<file path="src/rtl/window_pkg.sv">
// window_pkg: shared state type and window-geometry helpers for the sequencer and fetcher
package window_pkg;
  typedef enum logic [1:0] {IDLE, ACTIVE, FLUSH, RESYNC} seq_state_e;
  function automatic int win_center_rev(input int size, input int offset);
    return (size - 1) - ((size - 1) / 2 + offset);
  endfunction
  function automatic int flush_pixels(input int w_rev, input int h_rev, input int img_w);
    return h_rev * img_w + w_rev;
  endfunction
endpackage

</file>
<file path="src/rtl/frame_position_counter.sv">
// frame_position_counter: raster col/row counter with clear, advance and end-of-frame flag
module frame_position_counter #(
  parameter int COLS = 640,
  parameter int ROWS = 480,
  parameter int CW   = 16,
  parameter int RW   = 16
) (
  input  logic          clk_i,
  input  logic          rst_ni,
  input  logic          clear_i,
  input  logic          advance_i,
  output logic [CW-1:0] col_o,
  output logic [RW-1:0] row_o,
  output logic          last_o
);
  logic col_end, row_end;
  assign col_end = col_o == CW'(COLS - 1);
  assign row_end = row_o == RW'(ROWS - 1);
  assign last_o  = col_end && row_end;
  always_ff @(posedge clk_i) begin
    if (!rst_ni || clear_i) begin
      col_o <= '0;
      row_o <= '0;
    end else if (advance_i) begin
      col_o <= col_end ? '0 : col_o + CW'(1);
      row_o <= !col_end ? row_o : row_end ? '0 : row_o + RW'(1);
    end
  end
endmodule

</file>
<file path="src/rtl/window_stream_sequencer.sv">
// window_stream_sequencer: tags the pixel stream with col/row for the window fetcher, drains
// the fetcher with flush pixels at frame end and realigns it with a one-cycle reset
module window_stream_sequencer
  import window_pkg::*;
#(
  parameter int DATA_WIDTH                  = 16,
  parameter int IMAGE_WIDTH                 = 640,
  parameter int IMAGE_HEIGHT                = 480,
  parameter int WINDOW_WIDTH                = 3,
  parameter int WINDOW_HEIGHT               = 3,
  parameter int WINDOW_WIDTH_CENTER_OFFSET  = 0,
  parameter int WINDOW_HEIGHT_CENTER_OFFSET = 0,
  parameter int IDLE_TIMEOUT                = 64,
  parameter logic [DATA_WIDTH-1:0] FLUSH_VALUE = '0
) (
  input  logic                  clk_i,
  input  logic                  rst_ni,
  input  logic [DATA_WIDTH-1:0] data_i,
  input  logic                  valid_i,
  input  logic                  sof_i,
  output logic                  ready_o,
  input  logic                  flush_i,
  output logic [DATA_WIDTH-1:0] data_o,
  output logic [15:0]           col_o,
  output logic [15:0]           row_o,
  output logic                  valid_o,
  output logic                  fetch_rst_o,
  output logic                  busy_o,
  output logic                  frame_done_o,
  output logic                  sync_err_o
);
  localparam int W_REV        = win_center_rev(WINDOW_WIDTH, WINDOW_WIDTH_CENTER_OFFSET);
  localparam int H_REV        = win_center_rev(WINDOW_HEIGHT, WINDOW_HEIGHT_CENTER_OFFSET);
  localparam int FLUSH_PIXELS = flush_pixels(W_REV, H_REV, IMAGE_WIDTH);
  localparam int FCW          = FLUSH_PIXELS > 0 ? $clog2(FLUSH_PIXELS + 1) : 1;
  localparam int ICW          = IDLE_TIMEOUT > 0 ? $clog2(IDLE_TIMEOUT + 1) : 1;

  if (IMAGE_WIDTH > 65535 || IMAGE_HEIGHT > 65535) begin : g_size_check
    $error("IMAGE_WIDTH and IMAGE_HEIGHT must fit the 16-bit position counters");
  end

  seq_state_e     state, state_n;
  logic           dirty, pend;
  logic [ICW-1:0] idle_cnt;
  logic [15:0]    col, row;
  logic [FCW-1:0] fcol;
  logic           frow, flush_unused;
  logic           pos_last, flush_last, trigger, xfer, sync_bad, emit_px, emit_flush;

  frame_position_counter #(.COLS(IMAGE_WIDTH), .ROWS(IMAGE_HEIGHT), .CW(16), .RW(16)) u_pos (
    .clk_i(clk_i), .rst_ni(rst_ni), .clear_i(state == RESYNC), .advance_i(emit_px || emit_flush),
    .col_o(col), .row_o(row), .last_o(pos_last)
  );

  // flush progress reuses the raster counter as a single row of FLUSH_PIXELS
  frame_position_counter #(.COLS(FLUSH_PIXELS > 0 ? FLUSH_PIXELS : 1), .ROWS(1), .CW(FCW), .RW(1)) u_flush (
    .clk_i(clk_i), .rst_ni(rst_ni), .clear_i(state != FLUSH), .advance_i(emit_flush),
    .col_o(fcol), .row_o(frow), .last_o(flush_last)
  );
  assign flush_unused = ^{fcol, frow};

  assign trigger     = state == IDLE && dirty &&
                       (pend || (IDLE_TIMEOUT != 0 && idle_cnt == ICW'(IDLE_TIMEOUT)));
  assign ready_o     = rst_ni && (state == ACTIVE || (state == IDLE && !trigger));
  assign xfer        = valid_i && ready_o;
  assign sync_bad    = xfer && sof_i && !(col == '0 && row == '0);
  assign emit_px     = xfer && !sync_bad;
  assign emit_flush  = state == FLUSH;
  assign fetch_rst_o = !rst_ni || state == RESYNC;
  assign busy_o      = rst_ni && state != IDLE;

  always_comb begin
    state_n = state;
    case (state)
      IDLE:    state_n = trigger ? (FLUSH_PIXELS == 0 ? RESYNC : FLUSH) : emit_px ? ACTIVE : IDLE;
      ACTIVE:  state_n = sync_bad ? RESYNC : (emit_px && pos_last) ? IDLE : ACTIVE;
      FLUSH:   state_n = flush_last ? RESYNC : FLUSH;
      RESYNC:  state_n = IDLE;
    endcase
  end

  always_ff @(posedge clk_i) begin
    if (!rst_ni) begin
      state        <= IDLE;
      dirty        <= 1'b0;
      pend         <= 1'b0;
      idle_cnt     <= '0;
      sync_err_o   <= 1'b0;
      valid_o      <= 1'b0;
      data_o       <= '0;
      col_o        <= '0;
      row_o        <= '0;
      frame_done_o <= 1'b0;
    end else begin
      state        <= state_n;
      dirty        <= state != RESYNC && (dirty || emit_px);
      pend         <= trigger ? 1'b0 : flush_i ? dirty : pend && dirty;
      idle_cnt     <= (state != IDLE || xfer) ? '0 :
                      idle_cnt + ICW'(idle_cnt != ICW'(IDLE_TIMEOUT));
      sync_err_o   <= sync_err_o || sync_bad;
      valid_o      <= emit_px || emit_flush;
      data_o       <= emit_flush ? FLUSH_VALUE : data_i;
      col_o        <= col;
      row_o        <= row;
      frame_done_o <= emit_px && pos_last;
    end
  end
endmodule
</file>
<file path="config.mk">
export PLATFORM = sky130hd
export DESIGN_NAME = window_stream_sequencer
export DESIGN_NICKNAME = d
export VERILOG_FILES = /design/src/rtl/window_pkg.sv /design/src/rtl/frame_position_counter.sv /design/src/rtl/window_stream_sequencer.sv
export SDC_FILE = /design/constraint.sdc
export NUM_CORES = 1
export LEC_CHECK = 0
export BUFFER_PORTS_ARGS = -buffer_cell sky130_fd_sc_hd__buf_2
export CAP_MARGIN = 40
export CORE_UTILIZATION = 59
export CTS_BUF_LIST = sky130_fd_sc_hd__clkbuf_16
export CTS_CLUSTER_SIZE = 28
export DETAILED_ROUTE_END_ITERATION = 7
export PLACE_DENSITY_LB_ADDON = 0.3
export SYNTH_ARGS = -nofsm -noshare
export SYNTH_HDL_FRONTEND = slang
export SYNTH_SLANG_ARGS = --single-unit
export TNS_END_PERCENT = 5
</file>
<file path="constraint.sdc">
create_clock -name clk_i -period 3.4 [get_ports clk_i]
set_input_delay 0.68 -clock clk_i [delete_from_list [all_inputs] [get_ports clk_i]]
set_output_delay 0.68 -clock clk_i [all_outputs]
set_load 0.02 [all_outputs]
</file>
== Word-level counts from Yosys, hierarchy flattened ==
Index checks and enable logic that the tools add are counted.
Word-level totals
  output and inout port bits: 54
  register bits: 105
  bits of input ports: 21
Cells by class
  $add $sub $neg: 5
  eq/ne operators: 10
  reduce and logical (&&, ||, !) cells: 36
  bitwise operators: 2
  muxes and demuxes: 11
Operators by type and width (number)
  $add 16x1->16 const B: 2
  $logic_not 16->1: 2
  $mux 16: 2
  $eq 16x10->1 const B: 1
  $eq 16x9->1 const B: 1
  $logic_and 1x1->1: 15
  $add 10x1->10 const B: 1
  $eq 10x10->1 const B: 1
  $mux 10: 1
  $logic_or 1x1->1: 8
  $pmux 2 s4: 1
  $add 7x1->7: 1
  $eq 7x7->1 const B: 1
  $ne 7x7->1 const B: 1
  $reduce_or 2->1: 3
  $mux 1: 5
  $eq 2x2->1 const B: 2
  $logic_not 1->1: 4
  $mux 2: 2
  $ne 2x2->1 const B: 2
  $reduce_and 2->1: 2
  $eq 2x1->1 const B: 1
  $logic_not 2->1: 1
  $not 1->1: 2
  other kinds (2): 2

== Depth between registers and ports, before layout ==
Gate-level depths: netlist of run 1.
  word-level depth: 16
  mapped depth: 11
  depth with buffers taken out: 9

== Cells and area by module ==
From an unflattened synthesis of run 1, not the netlist that was laid out.
Unflattened totals
  cells, all modules: 449
  area, all modules: 4267.8 sq um
Modules (own cells, without submodules)
  window_stream_sequencer: area each 2072.0 sq um, seq. area each 1241.2 sq um, cells each 192, instances 1
  frame_position_counter at u_pos: area each 1655.3 sq um, seq. area each 640.6 sq um, cells each 198, instances 1
  frame_position_counter at u_flush: area each 540.5 sq um, seq. area each 200.2 sq um, cells each 59, instances 1

== Worst setup path after synthesis of run 1 ==
No wires, ideal clock.
  path kind: input to output
  start: input rst_ni
  end: output ready_o
  stages: 3
  slack: 0.852 ns
  buffers on the path: 0
  data required time: 2.720 ns
  data arrival time: 1.868 ns
  cells stage by stage: a21boi_1 clkinv_1 nor3_1
On the way
  longest elaborated chain between the ends: 1
RTL lines
  start, declared: line window_stream_sequencer.sv:17  | input logic rst_ni,
  $logic_and 1x1->1: line window_stream_sequencer.sv:64  | assign ready_o = rst_ni && (state == ACTIVE || (state == IDLE && !trigger));
  end, declared: line window_stream_sequencer.sv:21  | output logic ready_o,
Every way passes these cells.

== Worst setup path after layout of run 1 ==
  start: register u_pos.row_o[0]
  end: register u_pos.row_o[11]
On the way
  longest elaborated chain between the ends: 8
  elaborated cells between the ends (all ways): 11
RTL lines
  start, declared: line frame_position_counter.sv:13  | output logic [RW-1:0] row_o,
  start signal, assigned: line frame_position_counter.sv:26  | row_o <= !col_end ? row_o : row_end ? '0 : row_o + RW'(1);
  branches (longest 8 deep; another with $add 16x1->16)
Parallel ways; which one is timed is not known.
A chain may end at the register's enable or synchronous reset.

==> reports/metrics.yaml, run 1 <==
logic_synthesis:
  synthMuxAreaShare_pct: 0.7139
  synth_seq_area_share_pct: 49.49
  synth-edff-count: 0
  syn_area_per_cell_um2: 9.286
  synth-compound-area-share_pct: 11.75
  synth_nets: 483
  netlist_area_um2: 4207
  synth-xor-area-share_pct: 3.540
  syn_inst: 453
  synth_ff_type: "dfxtp_1"
  async_reset_ff_share_pct: 0
  synth_top_family_by_area: "simple AND/OR/NAND/NOR gates"
  ys_seq_elements: 104
  synth_fa_ha_area_share_pct: 2.677
  yosysWarnings: 0
  synthSimpleGateAreaFrac_pct: 28.29
  synth_cell_types: 51
route:
  wl_mm: 9.152
  drt_drc_violations_left: 0
  final_antenna_net_count: 0
  vias_per_cell: 5.636
  routedWlPerCell_um: 14.62
  drt_iter0_markers: 224
  drt_pre_antenna_iters: 5
  vias: 3528
placed_design:
  portBuffers: 74
  placed_area_um2: 4642
  gp_congestion: 0.8985
  dp_hpwl_mm: 6.178
global_routing:
  grt_overflow: 0
  antenna_found_initial: 0
  grt_pass1_wl_mm: 14.94
  track_usage_pct: 25.63
  grt_max_degree: 56
  grt_pass1_vias: 3208
power:
  p_leak_nw: 2.065
  powerDensity_nw_per_um2: 558.2
  peakVddDrop_mv: 0.3123
clock_tree:
  cts_resized: 0
  cts-root-buf: "clkbuf_16"
  cts_tree: "done"
  postCtsHoldBufs: 0
  clockBufferDepth: 2
  post_cts_buffers: 0
  clkSlewWorstSetupHoldPaths_ns: 0.07
  clk_latency_ns: 0.34
  cts_buffers: 9
  cts.sinks: 104
  htree_levels: 3
final_layout:
  final_area_um2: 4991
  diodes: 0
  finalNetCount: 555
  synthToLayoutAreaGrowth_pct: 18.65
  num-fill-cells: 534
  drive_gt1_share_pct: 19.62
die:
  core_um2: 6832
  die_area_um2: 7471
  ios: 75
  placementRows: 30
  die_w_um: 86.44
  die_h_um: 86.44
  floorplan.initialDensity_pct: 61.58
min_path:
  min_from: "sync_err_o$_SDFF_PN0_"
  hp-class: "reg2reg"
  hold_end: "sync_err_o$_SDFF_PN0_"
  hold_depth: 1
sta:
  max_freq_mhz: 364.0
  final_hold_viol_count: 0
  hold_ws_ns: 0.4799
  fin_skew_ns: 0.007073
  setup_viol: 0
  relSlewSlack_pct: 35.66
  rsz0062_at_grt: "no"
  tightest_slew_ns: 0.9577
  final-max-slew-violation-count: 0
  fin_tns_setup_ns: 0
  finalCriticalPeriod_ns: 2.747
  fin_crit_sh_pct: 80.81
flow_run:
  cap_violations: 0
worst_setup_path:
  reg2reg_depth: 8
  regToRegEndpoint: "u_pos.row_o[11]$_SDFFE_PP0P_"
  startpoint: "u_pos.row_o[0]$_SDFFE_PP0P_"
  worstPathArrival_ns: 3.01
  crit_path_top_delay_cell: "or4b_1"
  end_kind: "flop"
  worstPathCellList: "inv_1, ha_1, nor4bb_1, nand4_2, o311ai_4, o211ai_2, or4b_1, a21oi_1"
  crit_fanout: 11
  cp.required_ns: 3.66
  rr_startpoint: "u_pos.row_o[0]$_SDFFE_PP0P_"
  cpLargestDelayFamily: "simple AND/OR/NAND/NOR gates"
  r2r_setup_slack_ns: 0.65
  cp_slowest_stage_delay_ns: 0.56
  path_class: "reg2reg"
  startpoint_type: "flop"
  path_buf_inv: 1
status:
  status: "finished, final reports clean"
-- synth_stat cells (2+ instances only) --
cell	count	area, um^2
nand4_1	6	37.54
nor2_1	35	131.4
xnor2_1	6	52.55
o211ai_1	7	52.55
or4_1	7	52.55
clkbuf_1	11	41.29
o21a_1	2	15.01
and4_1	2	17.52
nand2_1	32	120.1
xor2_1	11	96.34
inv_1	14	52.55
and3_1	23	143.9
nor4_4	2	42.54
mux2i_1	3	30.03
and2_1	34	212.7
dfxtp_1	104	2082
a31oi_1	3	18.77
nor2b_1	5	31.28
nor4_1	9	56.30
o32ai_1	5	43.79
nor3_1	6	30.03
nand3_1	29	145.1
or2_2	2	12.51
o31ai_1	3	22.52
o41ai_1	2	17.52
a211oi_1	2	15.01
nor4bb_1	2	20.02
nand2b_1	3	18.77
a21oi_1	24	120.1
ha_1	9	112.6
buf_6	2	22.52
or3_1	11	68.82
o21ai_0	16	80.08
buf_2	4	20.02
-- flip-flops by register name (all words and copies together), names as in the netlist --
signal,count
row_o,16
dirty,1
u_pos.row_o,16
sync_err_o,1
col_o,16
state,2
valid_o,1
frame_done_o,1
data_o,16
idle_cnt,7
pend,1
u_pos.col_o,16
u_flush.col_o,10
-- report_power, final --
part | switching (mW) | total, mW | internal, mW
Combinational | 0.201 | 0.316 | 0.115
Clock | 0.454 | 1.18 | 0.721
Sequential | 0.0295 | 1.30 | 1.27
Total | 0.685 | 2.79 | 2.10
-- worst max-delay path by stage --
stage                                         to  depth (start not counted)
floorplan                                ready_o                          3
global placement     u_pos.row_o[4]$_SDFFE_PP0P_                          9
detailed placement   u_pos.row_o[0]$_SDFFE_PP0P_                          7
CTS                 u_pos.row_o[11]$_SDFFE_PP0P_                          8
global route        u_pos.col_o[13]$_SDFFE_PP0P_                          7
finish              u_pos.row_o[11]$_SDFFE_PP0P_                          8
-- cell type report --
cell class              instances  area (um^2)  share of cell area [%]
flip-flops and latches        104         2082                   41.71
clock buffers                   9        225.2                   4.512
clock inverters                 7        118.9                   2.382
multi-input cells             315         1976                   39.58
inverters                      15        56.30                   1.128
repair buffers                 80        412.9                   8.273
well taps                      96        120.1                   2.407
-- through the flow --
stage | utilization [%] | setup slack (ns) | power (mW) | std cells
6_report | 73.06 | 0.6525 | 2.786 | 626
4_1_cts | 72.99 | 0.6858 | 2.794 | 625
2_1_floorplan | - | 0.8518 | 1.538 | 453
3_3_place_gp | 67.95 | 0.8753 | 1.620 | 609
3_5_place_dp | 67.95 | 0.7751 | 1.633 | 609
5_1_grt | 73.06 | 0.4547 | 2.882 | 626
-- placed cells by master, fill, tap and decap left out, types with 5 or more instances in the layout --
master,netlist,layout
a21oi_1,24,24
and2_1,34,34
and3_1,23,23
buf_2,4,74
buf_4,0,5
clkbuf_16,0,9
dfxtp_1,104,104
ha_1,9,9
inv_1,14,14
nand2_1,32,32
nand3_1,29,29
nand4_1,6,6
nor2_1,35,35
nor2b_1,5,5
nor3_1,6,6
nor4_1,9,9
o211ai_1,7,7
o21ai_0,16,16
o32ai_1,5,5
or3_1,11,11
or4_1,7,7
xnor2_1,6,6
xor2_1,11,11
-- metal layers --
layer  up-vias  track usage (%)  part of all wire, %
met1      1638            31.96                   44
met2       118            44.37                   49
met5         -                0                    0
met3        16            5.429                  5.2
met4         0            8.182                  1.6
li1       1756                -                    -
-- kinds of logic after synthesis --
| group | count (synthesis) |
|---|---|
| and+or+nand+nor | 213 |
| xor gates and xnor gates | 17 |
| muxes | 3 |
| buffers and inverters | 34 |
| adders and majority gates | 9 |
| AOI/OAI and AO/OA | 73 |
| DFF | 104 |
Power figures use the tool's default switching activity.
==> run 2: changes to the inputs <==
- CORE_UTILIZATION: 59 -> 55
- clock period: 3.4 -> 2.8 ns (I/O delays scaled with it)
==> run 2 against run 1 <==
  * First-iteration DRC count increased by 8.0%
  * Sequential power increased by 21%
  * Power increased by 12%
  * Critical endpoint is now u_pos.col_o[13]$_SDFFE_PP0P_
  * Largest power group unchanged
  * Clock-buffer cell count unchanged
==> reports/metrics.yaml, run 2 (synthesized netlist as in run 1, its figures left out) <==
power:
  internal_power_mw: 2.291  # +9.0%
  p_leak_nw: 2.055  # -0.46%
  powerDensity_nw_per_um2: 624.8  # +12%
  sw_frac_of_total_pct: 26.45  # +1.9 points
  switchingPower_mw: 0.8240  # +20%
  power_frac_comb_pct: 12.9  # +1.6 points
  power.total_mw: 3.115  # +12%
  p_clk_share_pct: 36.7  # -5.5 points
  peakVddDrop_mv: 0.3337  # +6.9%
  p_seq_share_pct: 50.4  # +3.9 points
placed_design:
  gp_congestion: 0.8844  # -1.6%
  placed_area_um2: 4698  # +1.2%
  dp_hpwl_mm: 6.199  # +0.34%
  portBuffers: 74  # unchanged
route:
  final_antenna_net_count: 0  # unchanged
  vias: 3599  # +2.0%
  wl_mm: 8.837  # -3.4%
  drt_iter0_markers: 242  # +8.0%
  routedWlPerCell_um: 13.92  # -4.8%
  drt_pre_antenna_iters: 5  # unchanged
  vias_per_cell: 5.668  # +0.57%
  drt_drc_violations_left: 0  # unchanged
final_layout:
  regArea_um2: 2082  # unchanged
  final_cell_mix: "dfxtp_1, buf_2, nor2_1"
  num-fill-cells: 569  # +6.6%
  final_util_pct: 68.02  # -5.0 points
  finalNetCount: 561  # +1.1%
  final_common_cell: "dfxtp_1"
  drive_gt1_share_pct: 20.71  # +1.1 points
  final_area_um2: 4986  # -0.10%
  synthToLayoutAreaGrowth_pct: 18.53
  multi_input_area_um2: 1991  # +0.76%
  diodes: 0  # unchanged
worst_setup_path:
  cp.required_ns: 3.07  # -0.59 ns
  rr_startpoint: "u_pos.row_o[0]$_SDFFE_PP0P_"
  worstPathArrival_ns: 2.90  # -0.11 ns
  path_class: "reg2reg"
  startpoint: "u_pos.row_o[0]$_SDFFE_PP0P_"
  crit_fanout: 10  # -1
  startpoint_type: "flop"
  end_kind: "flop"
die:
  core_um2: 7331  # +7.3%
  floorplan.initialDensity_pct: 57.38  # -4.2 points
  die_area_um2: 8002  # +7.1%
  ios: 75  # unchanged
  placementRows: 31  # +3.3%
  die_h_um: 89.46  # +3.5%
  die_w_um: 89.46  # +3.5%
min_path:
  hp-class: "in2reg"
  min_from: "data_i[15]"
global_routing:
  grt_pass1_wl_mm: 14.52  # -2.8%
  grt_max_degree: 56  # unchanged
  track_usage_pct: 23.49  # -2.1 points
  antenna_found_initial: 0  # unchanged
  grt_pass1_vias: 3172  # -1.1%
  grt_overflow: 0  # unchanged
sta:
  fin_tns_setup_ns: 0  # unchanged
  final_hold_viol_count: 0  # unchanged
  finalCriticalPeriod_ns: 2.635  # -0.1128 ns
  fin_crit_sh_pct: 94.09  # +13 points
  rsz0062_at_grt: "no"
  fin_skew_ns: 0.005249  # -0.001824 ns
  setup_viol: 0  # unchanged
  relSlewSlack_pct: 59.59  # +24 points
  final-max-slew-violation-count: 0  # unchanged
  tightest_slew_ns: 0.6049  # -0.3528 ns
  max_freq_mhz: 379.6  # +4.3%
status:
  status: "finished, final reports clean"
clock_tree:
  cts_buffers: 9  # unchanged
  clockBufferDepth: 2  # unchanged
  clkSlewWorstSetupHoldPaths_ns: 0.07  # about the same
  cts.sinks: 104  # unchanged
  cts_tree: "done"
  htree_levels: 3  # unchanged
  clk_latency_ns: 0.34  # about the same
  cts-root-buf: "clkbuf_16"
  post_cts_buffers: 0  # unchanged
flow_run:
  cap_violations: 0  # unchanged
## run 2: final timing paths
kind,end,slack [ns],cells past startpoint
setup / recovery,u_pos.col_o[13]$_SDFFE_PP0P_,0.17,9
hold / removal,data_o[15]$_SDFF_PP0_,0.45,2
setup reg to reg,u_pos.col_o[13]$_SDFFE_PP0P_,0.17,9
hold reg to reg,sync_err_o$_SDFF_PN0_,0.47,1
## run 2: stage by stage
stage / hold WS [ns] / instances / setup slack, ns
6_report: 0.4458 / 635 / 0.1653
5_1_grt: 0.4527 / 635 / 0.01553
4_1_cts: 0.4455 / 635 / 0.2199
3_5_place_dp: 0.4551 / 619 / 0.2423
3_3_place_gp: 0.4437 / 619 / 0.3469
2_1_floorplan: 0.4412 / 453 / 0.4822
## run 2: what timing repair did
item | 4_1_cts | 5_1_grt
setup endpoints to repair | 0 | 12
resized for setup | 0 | 2
hold buffers | 0 | 0
## run 2: worst max-delay path, cell delays in order (launching register included)
cell	delay, ns
dfxtp_1	0.35
inv_1	0.07
ha_1	0.13
nor4bb_1	0.39
nand4_2	0.20
o311ai_4	0.37
buf_4	0.22
o211ai_4	0.13
or4_1	0.53
a21oi_1	0.16
## run 2: area by class of cell
class,count,area share [%]
multi-input cells,315,39.92
clock buffers,9,4.517
well taps,99,2.484
repair buffers,86,9.235
clock inverters,7,0.9536
inverters,15,1.129
flip-flops and latches,104,41.76
## run 2: power by group through the flow
stage | Combinational (mW) | Clock (mW) | Sequential [mW]
6_report | 0.402 | 1.14 | 1.57
5_1_grt | 0.445 | 1.22 | 1.58
4_1_cts | 0.398 | 1.16 | 1.57
3_5_place_dp | 0.395 | 0 | 1.61
3_3_place_gp | 0.386 | 0 | 1.60
2_1_floorplan | 0.227 | 0 | 1.64
## run 2: per-layer routing
metal	up-vias	global-route usage [%]	routed length (um)
li1	1756	-	-
met1	1691	30.60	3977
met2	140	38.65	4246
met3	12	3.878	486
met4	0	9.957	126
met5	-	0	0
